<file path="config.mk">
export PLATFORM = sky130hd
export DESIGN_NAME = ppu_sprite_fetch
export DESIGN_NICKNAME = d
export VERILOG_FILES = /design/src/rtl/ppu_pkg.sv /design/src/rtl/ppu_sprite_fetch.sv
export SDC_FILE = /design/constraint.sdc
export NUM_CORES = 1
export LEC_CHECK = 0
export BUFFER_PORTS_ARGS = -buffer_cell sky130_fd_sc_hd__buf_2
export CAP_MARGIN = 40
export CORE_MARGIN = 2
export CORE_UTILIZATION = 55
export CTS_CLUSTER_DIAMETER = 200
export DETAILED_ROUTE_END_ITERATION = 8
export GPL_ROUTABILITY_DRIVEN = 0
export GPL_TIMING_DRIVEN = 1
export PLACE_DENSITY = 0.74
export SLEW_MARGIN = 20
export SYNTH_ARGS = -nofsm -noshare
export SYNTH_HDL_FRONTEND = slang
export SYNTH_SLANG_ARGS = --single-unit
</file>
<file path="constraint.sdc">
create_clock -name clk -period 2.55 [get_ports clk]
set_input_delay 0.1275 -clock clk [delete_from_list [all_inputs] [get_ports clk]]
set_output_delay 0.1275 -clock clk [all_outputs]
set_load 0.1 [all_outputs]
</file>
<file path="src/rtl/ppu_pkg.sv">
// Shared PPU definitions: buffer geometry, sprite fetch state encoding and
// the packed 4-byte sprite record handed to the pattern fetcher.
package ppu_pkg;

  localparam int OAMB_DEPTH       = 32;
  localparam int BYTES_PER_SPRITE = 4;
  localparam int MAX_SPRITES      = 8;

  typedef enum logic [2:0] {
    IDLE,
    ADDR,
    LAST,
    PRESENT,
    FINISH
  } fetch_state_t;

  typedef struct packed {
    logic [7:0] y;
    logic [7:0] tile;
    logic [7:0] attr;
    logic [7:0] x;
  } sprite_rec_t;

  // Byte address of byte b within sprite slot s in the secondary OAM buffer.
  function automatic logic [$clog2(OAMB_DEPTH)-1:0] sprite_byte_addr(
    input logic [2:0] s,
    input logic [1:0] b
  );
    return {s, b};
  endfunction

endpackage

</file>
<file path="src/rtl/ppu_sprite_fetch.sv">
// Per-line sprite record fetcher: reads 4 bytes per slot from the secondary OAM
// buffer and presents each record with a valid/ready handshake.
// Optional macro PPU_SPRFETCH_SKIP_EMPTY_EN: slots whose Y byte is 0xFF are skipped.
module ppu_sprite_fetch
  import ppu_pkg::*;
#(
  parameter int NUM_SPRITES = 8,
  parameter int OAMB_AW     = 5
) (
  input  logic               clk,
  input  logic               rst,
  input  logic               start,
  input  logic               abort,
  input  logic [3:0]         sprite_count,
  output logic [OAMB_AW-1:0] oamb_addr,
  input  logic [7:0]         oamb_rdata,
  output logic [7:0]         spr_y,
  output logic [7:0]         spr_tile,
  output logic [7:0]         spr_attr,
  output logic [7:0]         spr_x,
  output logic [2:0]         spr_idx,
  output logic               spr_valid,
  input  logic               spr_ready,
  output logic               busy,
  output logic               done
);

  localparam int SLOT_LIMIT = (NUM_SPRITES < MAX_SPRITES) ? NUM_SPRITES : MAX_SPRITES;

  fetch_state_t state;
  sprite_rec_t  spr_rec;
  logic [3:0]   slot;
  logic [3:0]   count;
  logic [1:0]   byte_sel;
  logic         pend_valid;
  logic [1:0]   pend_sel;
  logic [7:0]   cap_y;
  logic [7:0]   cap_tile;
  logic [7:0]   cap_attr;
  logic [3:0]   count_clamped;
  logic [3:0]   slot_next;
  logic         skip_slot;

  assign count_clamped = (sprite_count > 4'(SLOT_LIMIT)) ? 4'(SLOT_LIMIT) : sprite_count;
  assign slot_next     = slot + 4'd1;

`ifdef PPU_SPRFETCH_SKIP_EMPTY_EN
  assign skip_slot = (cap_y == 8'hFF);
`else
  assign skip_slot = 1'b0;
`endif

  assign spr_y    = spr_rec.y;
  assign spr_tile = spr_rec.tile;
  assign spr_attr = spr_rec.attr;
  assign spr_x    = spr_rec.x;

  // Read data trails the address by one cycle, so the byte select is delayed
  // alongside it; byte 3 goes straight from the bus into the presented record.
  always_ff @(posedge clk or negedge rst) begin
    if (!rst) begin
      state      <= IDLE;
      slot       <= '0;
      count      <= '0;
      byte_sel   <= '0;
      pend_valid <= 1'b0;
      pend_sel   <= '0;
      cap_y      <= '0;
      cap_tile   <= '0;
      cap_attr   <= '0;
      spr_rec    <= '0;
      spr_idx    <= '0;
      spr_valid  <= 1'b0;
      busy       <= 1'b0;
      done       <= 1'b0;
      oamb_addr  <= '0;
    end else begin
      pend_valid <= (state == ADDR);
      pend_sel   <= byte_sel;
      if (pend_valid) begin
        case (pend_sel)
          2'd0:    cap_y    <= oamb_rdata;
          2'd1:    cap_tile <= oamb_rdata;
          2'd2:    cap_attr <= oamb_rdata;
          default: ;
        endcase
      end

      if (abort && state != IDLE) begin
        state     <= IDLE;
        spr_valid <= 1'b0;
        busy      <= 1'b0;
        done      <= 1'b0;
        oamb_addr <= '0;
      end else begin
        case (state)
          IDLE: begin
            done <= 1'b0;
            if (start) begin
              count    <= count_clamped;
              slot     <= '0;
              byte_sel <= '0;
              busy     <= 1'b1;
              if (count_clamped == 4'd0) begin
                state <= FINISH;
                done  <= 1'b1;
              end else begin
                state     <= ADDR;
                oamb_addr <= OAMB_AW'(sprite_byte_addr(3'd0, 2'd0));
              end
            end
          end

          ADDR: begin
            if (byte_sel == 2'(BYTES_PER_SPRITE - 1)) begin
              state     <= LAST;
              oamb_addr <= '0;
            end else begin
              byte_sel  <= byte_sel + 2'd1;
              oamb_addr <= OAMB_AW'(sprite_byte_addr(slot[2:0], byte_sel + 2'd1));
            end
          end

          LAST: begin
            if (skip_slot) begin
              if (slot_next >= count) begin
                state <= FINISH;
                done  <= 1'b1;
              end else begin
                slot      <= slot_next;
                byte_sel  <= '0;
                state     <= ADDR;
                oamb_addr <= OAMB_AW'(sprite_byte_addr(slot_next[2:0], 2'd0));
              end
            end else begin
              spr_rec   <= '{y: cap_y, tile: cap_tile, attr: cap_attr, x: oamb_rdata};
              spr_idx   <= slot[2:0];
              spr_valid <= 1'b1;
              state     <= PRESENT;
            end
          end

          PRESENT: begin
            if (spr_ready) begin
              spr_valid <= 1'b0;
              if (slot_next >= count) begin
                state <= FINISH;
                done  <= 1'b1;
              end else begin
                slot      <= slot_next;
                byte_sel  <= '0;
                state     <= ADDR;
                oamb_addr <= OAMB_AW'(sprite_byte_addr(slot_next[2:0], 2'd0));
              end
            end
          end

          FINISH: begin
            done  <= 1'b0;
            busy  <= 1'b0;
            state <= IDLE;
          end

          default: state <= IDLE;
        endcase
      end
    end
  end

endmodule
</file>
==> impl_results.md, run 1 <==
* Average wire per cell in the routed design at 15.0 um
* Area share of fa/ha/maj cells after synthesis at 0.0212
* Upper clock frequency limit at 430 MHz
* Total via count after detailed routing at 2258
* Max-cap violations at 0
* Critical Setup Path Class: flop to flop
* Starting DRT DRC Count at 143
* Top-count cell post-synth: sky130_fd_sc_hd__dfrtp_1
* Final net count at 354
* Synth Net Count at 286
* Vias in the first global route at 2224
* Largest stage delay on the critical path at 0.42 ns
* Biggest area contributors in the synthesized netlist: sky130_fd_sc_hd__dfrtp_1 59%, sky130_fd_sc_hd__mux2_2 18%, sky130_fd_sc_hd__mux2_1 3.2%, sky130_fd_sc_hd__ha_1 2.1%, sky130_fd_sc_hd__nand2_1 1.4%
* Minimum setup slack among reg-to-reg paths at 0.23 ns
* Clock sink count at 83
* Area share of the leading cell type in the synthesized netlist at 0.587
* Total Negative Setup Slacks at 0 ns
* DRT antenna net count at 0
* CP Data Required Time at 2.78 ns
* Crit path launch type: flop
* Top cell types by occurrence after synthesis: 83 x sky130_fd_sc_hd__dfrtp_1, 58 x sky130_fd_sc_hd__mux2_2, 13 x sky130_fd_sc_hd__nand2_1
* Cell Rows at 29
* Hold WC Path Type: primary input to flop
* Die area at 7100 um^2
* Total length of routed wires at 6180 um
* Number of distinct standard cells referenced by the synthesized netlist at 43
* Number of flops mapped to enable cells by yosys at 0
* Kind of capture point of the worst setup path: flop
* Pre-Repair DR Iteration Count at 4
* Post-CTS Repair Setup Buffers at 0
* Most frequent CP cell: sky130_fd_sc_hd__ha_1
* Post-synthesis cell count at 263
* Final antenna diode count at 0
* Io pins at 60
* Synth Area in XOR/XNOR at 0.00495
* Portion of netlist area occupied by mux cells at 0.219
* Cell accounting for the most synthesized area: sky130_fd_sc_hd__dfrtp_1
* GRT Total Usage at 0.192
* Predominant post-synthesis flop cell: sky130_fd_sc_hd__dfrtp_1
* Pin count of the biggest net entering global routing at 47
* Dominant combinational cell family by area after synthesis: multiplexers
* Skew final at 0.0178 ns
* Share of synthesized flip-flops with an asynchronous set or reset at 1.00
* Num CTS Buffers at 9
* Clock latency at the later pin of the worst-skew pair at 0.36 ns
* Depth of the CTS H-tree at 3
* Netlist Area Pre-Place at 3540 um^2
* Ratio of cells with drive above 1 in the final layout at 0.426
* Area fraction in compound gates after synthesis at 0.0583
* Final Cycle Share at 0.912
* Count of pins over their slew limit at 0
* Average via count per standard cell at 5.47
* Synth Warn # at 0
* Outcome: completed
* Sequence of cells on the critical path: ha_1 > xor2_1 > ha_1 > o21a_1 > nor2_1 > a21oi_2 > a31oi_2 > mux2_2
* Starting density of the core at 0.564
* Arrival time at the worst endpoint at 2.55 ns
* Die width at 84.2 um
* Layout overhead on the synthesized area at 16.9%
* Unrepaired setup endpoints after global routing: false
* Multi-input combinational cell area at 1390 um^2
* Post-detail-place hpwl at 4420 um
* Register cell area after layout at 2080 um^2
* Number of antenna violations at the first check in global routing at 0
* Clock period minus final worst setup slack at 2.32 ns
* Number of synthesized register bits at 83
* TritonCTS clock tree: done
* Placeable core region at 6280 um^2
* Filler Cells Inserted at 494
* Congestion Overflow GR at 0
* Height of the die at 84.2 um
* Crit Path Max Fanout at 7
* DRC errors left at 0
* Final Hold Viols at 0
* Max-slew headroom at 0.452
* Post-synthesis average cell area at 13.5 um^2
* Critical path's slowest cell: sky130_fd_sc_hd__dfrtp_1
* Number of buffers between clock root and the deepest sink at 2
* Clk pin slew, worst setup/hold paths at 0.09 ns
* I/O Buffers at 59
* Basic-gate share of the synthesized area counting and, or, nand and nor cells at 0.0848
* First-pass GRT wire length at 10700 um
* Slew @ Worst Pin at 0.818 ns
* Sequential fraction of the synthesis area at 0.587
* Clock tree root driver cell: sky130_fd_sc_hd__clkbuf_8
* Setup violators final at 0
==> per-layer routing <==
layer,share of wire,wire [um],vias up,GRT usage
met3,0.049,305,13,0.0472
li1,-,-,1079,-
met4,0.023,141,0,0.0909
met1,0.47,2920,1107,0.268
met5,0,0,-,0
met2,0.45,2810,59,0.286
==> kinds of logic after synthesis <==
| group | count (synthesis) |
|---|---|
| mux | 69 |
| flops | 83 |
| fa+ha+maj | 6 |
| simple gates | 53 |
| xor+xnor | 2 |
| compound gates | 33 |
| buf+inv | 17 |
==> critical path, delay by kind of cell, from the launching register on <==
kind / cells / cell delay (ns)
flip-flops: 1 / 0.42
AO/OA/AOI/OAI: 3 / 0.59
adder cells (fa/ha/maj): 2 / 0.49
XOR/XNOR: 1 / 0.22
AND/OR/NAND/NOR: 1 / 0.11
multiplexers: 1 / 0.38
==> flip-flops by register name (all words and copies together), names as in the netlist <==
name        flops
cap_attr        8
cap_tile        8
cap_y           8
spr_attr        8
spr_tile        8
spr_x           8
spr_y           8
oamb_addr       5
count           4
slot            4
spr_idx         3
state           3
byte_sel        2
pend_sel        2
busy            1
done            1
pend_valid      1
spr_valid       1
==> worst paths after layout <==
check | startpoint | end | depth (start not counted)
worst min register to register | byte_sel[1] | pend_sel[1] | 0
worst min-delay path | oamb_rdata[4] | spr_x[4] | 2
worst max-delay path | slot[1] | oamb_addr[2] | 8
worst max register to register | slot[1] | oamb_addr[2] | 8
min in group asynchronous | rst | spr_attr[4] | 2
max in group asynchronous | rst | count[1] | 3
==> cell type report <==
class	instances	share of cell area
Multi-Input combinational cell	163	0.335
Inverter	10	0.00907
Sequential cell	83	0.502
Clock inverter	6	0.0157
Tap cell	77	0.0233
Clock buffer	10	0.0308
Timing Repair Buffer	64	0.0846
==> placed cells by master (no fill, tap or decap), drive strengths merged, types with 2 or more instances in the layout <==
cell type  count
dfrtp         83
mux2          68
buf           63
nand2         13
inv           11
o21ai         10
clkbuf        10
nor2           9
a21oi          7
ha             6
nor3           5
and3           5
nand2b         4
nor2b          3
a21o           3
nor3b          3
nor4           3
clkinv         3
nand3          2
a211oi         2
nand3b         2
o2bb2ai        2
a31oi          2
==> through the flow <==
step / hold WS [ns] / cells / setup slack [ns] / cell area (um^2) / utilization
6_report: 0.0258 / 413 / 0.225 / 4140 / 0.659
5_1_grt: 0.0279 / 413 / 0.0745 / 4140 / 0.659
4_1_cts: 0.0201 / 413 / 0.0568 / 4130 / 0.658
3_5_place_dp: 0.165 / 396 / 0.0759 / 3930 / 0.625
3_3_place_gp: 0.357 / 395 / 0.151 / 3910 / 0.622
2_1_floorplan: -0.168 / 263 / 0.296 / 3540 / -
==> timing repair <==
item                                    CTS  global route
endpoints found under the setup margin    0             5
endpoints found under the hold margin    45             0
gates resized for setup                   0             2
hold buffers                              1             0
Power of run 1 is not shown: default switching activity piles up to over one toggle a cycle in this logic, so the estimate is an artifact.
==> inputs of run 2 (changes only) <==
Settings changed: CORE_MARGIN 2 to 1.
==> run 2 against run 1 <==
Sequential cell count unchanged. Register-to-register slack about the same. Via count about the same. Worst setup slack better by 0.0084 ns.
==> impl_results.md, run 2 (synthesis results as in run 1) <==
* Starting density of the core at 0.584 (was 0.564)
* WHS Endpoint: spr_x[4] (unchanged)
* DRC errors left at 0 (unchanged)
* CP Data Required Time at 2.78 ns (about the same)
* Startpoint of the most critical setup path: slot[1] (unchanged)
* Total via count after detailed routing at 2256 (was 2258)
* Unrepaired setup endpoints after global routing: false (unchanged)
* Number of buffers between clock root and the deepest sink at 2 (unchanged)
* Outcome: completed (unchanged)
* Startpoint of the worst-slack reg-to-reg timing path: slot[1] (unchanged)
* Capture instance of the worst register-to-register path: slot[2] (was oamb_addr[2])
* Die area at 6760 um^2 (was 7100 um^2)
* Max-slew headroom at 0.532 (was 0.452)
* Leading cell type in the layout, fill and taps excluded: sky130_fd_sc_hd__dfrtp_1 (unchanged)
* First-pass GRT wire length at 10400 um (was 10700 um)
* Pin count of the biggest net entering global routing at 56 (was 47)
* Io pins at 60 (unchanged)
* Number of antenna violations at the first check in global routing at 0 (unchanged)
* Placeable core region at 6060 um^2 (was 6280 um^2)
* Average via count per standard cell at 5.49 (was 5.47)
* Clock tree root driver cell: sky130_fd_sc_hd__clkbuf_8 (unchanged)
* GRT Total Usage at 0.212 (was 0.192)
* Pre-Repair DR Iteration Count at 4 (unchanged)
* Count of pins over their slew limit at 0 (unchanged)
* Total length of routed wires at 6310 um (was 6180 um)
* Slew @ Worst Pin at 0.699 ns (was 0.818 ns)
* Final Cycle Share at 0.908 (was 0.912)
* Depth of the CTS H-tree at 3 (unchanged)
* Critical Setup Path Class: flop to flop (unchanged)
* Die width at 82.2 um (was 84.2 um)
* Hold WC Path Type: primary input to flop (unchanged)
* Clk pin slew, worst setup/hold paths at 0.08 ns (was 0.09 ns)
* Final net count at 355 (was 354)
* TritonCTS clock tree: done (unchanged)
* FF-to-FF path depth at 8 (unchanged)
* Crit path launch type: flop (unchanged)
* Clock latency at the later pin of the worst-skew pair at 0.34 ns (was 0.36 ns)
* Most used cells in the layout excluding fill and tap cells: 83 x sky130_fd_sc_hd__dfrtp_1, 58 x sky130_fd_sc_hd__mux2_2, 58 x sky130_fd_sc_hd__buf_2 (unchanged)
* Clock period minus final worst setup slack at 2.32 ns (about the same)
* DRT antenna net count at 0 (unchanged)
* Final antenna diode count at 0 (unchanged)
* Layout overhead on the synthesized area at 17.7% (was 16.9%)
* Starting DRT DRC Count at 125 (was 143)
* Setup violators final at 0 (unchanged)
* Total Negative Setup Slacks at 0 ns (unchanged)
* I/O Buffers at 59 (unchanged)
* Num CTS Buffers at 9 (unchanged)
* Minimum setup slack among reg-to-reg paths at 0.23 ns (about the same)
* Congestion Overflow GR at 0 (unchanged)
* Crit Path Max Fanout at 5 (was 7)
* Arrival time at the worst endpoint at 2.55 ns (about the same)
* Final Hold Viols at 0 (unchanged)
* Kind of capture point of the worst setup path: flop (unchanged)
* Cell Rows at 28 (was 29)
* Vias in the first global route at 2200 (was 2224)
* Hold depth at 2 (unchanged)
* Upper clock frequency limit at 432 MHz (was 430 MHz)
* Worst hold path startpoint: oamb_rdata[4] (unchanged)
* Max-cap violations at 0 (unchanged)
* Average wire per cell in the routed design at 15.4 um (was 15.0 um)
* Clock sink count at 83 (unchanged)
* Skew final at 0.00771 ns (was 0.0178 ns)
* Ratio of cells with drive above 1 in the final layout at 0.426 (unchanged)
* Post-detail-place hpwl at 4440 um (was 4420 um)
* Height of the die at 82.2 um (was 84.2 um)
run 2: cell count changes in the layout (fill, tap and decap cells not counted), sizes merged:
cell | before | now
buf | 63 | 64
clkinv | 3 | 1
clkbuf | 10 | 11
clkinvlp | 1 | 2
inv | 11 | 10
run 2: critical path, cell delays in order, from the launching register on:
cell and delay (ns):
sky130_fd_sc_hd__dfrtp_1 0.41, sky130_fd_sc_hd__ha_1 0.20, sky130_fd_sc_hd__xor2_1 0.24, sky130_fd_sc_hd__ha_1 0.22, sky130_fd_sc_hd__o21a_1 0.12, sky130_fd_sc_hd__nor2_1 0.03
sky130_fd_sc_hd__a21oi_1 0.35, sky130_fd_sc_hd__a31o_2 0.29, sky130_fd_sc_hd__mux2_2 0.34
run 2: worst max path at each step:
stage,to,slack [ns],depth (start not counted)
floorplan,oamb_addr[2],0.30,8
global placement,oamb_addr[4],0.25,8
detailed placement,oamb_addr[3],0.17,8
CTS,oamb_addr[3],0.15,8
global route,slot[1],0.04,8
finish,slot[2],0.23,8
run 2: layout make-up:
class	instances	area (um^2)
Clock buffer	11	151
Clock inverter	4	50.0
Fill cell	449	1890
Inverter	10	37.5
Multi-Input combinational cell	163	1380
Sequential cell	83	2080
Tap cell	75	93.8
Timing Repair Buffer	65	378
run 2: through the flow:
stage / util / cell area (um^2) / worst slack [ns] / hold slack, ns / instances
finish: 0.688 / 4170 / 0.234 / 0.0383 / 411
global route: 0.688 / 4170 / 0.0406 / 0.0370 / 411
CTS: 0.687 / 4160 / 0.152 / 0.0284 / 411
detailed placement: 0.652 / 3950 / 0.167 / 0.0833 / 395
global placement: 0.647 / 3920 / 0.253 / 0.365 / 394
floorplan: - / 3540 / 0.296 / -0.168 / 263
run 2: routing by layer:
metal | vias up | global-route usage | part of all wire
met5 | - | 0 | 0
met4 | 0 | 0.0982 | 0.025
met2 | 67 | 0.340 | 0.48
li1 | 1076 | - | -
met3 | 15 | 0.0637 | 0.051
met1 | 1098 | 0.263 | 0.45
run 2: what timing repair did:
item	4_1_cts	5_1_grt
gates resized for setup	0	1
setup endpoints to repair	0	3
endpoints found under the hold margin	28	0
hold buffers	1	0
buffers inserted	0	0
Power of run 2 is left out for the same reason.
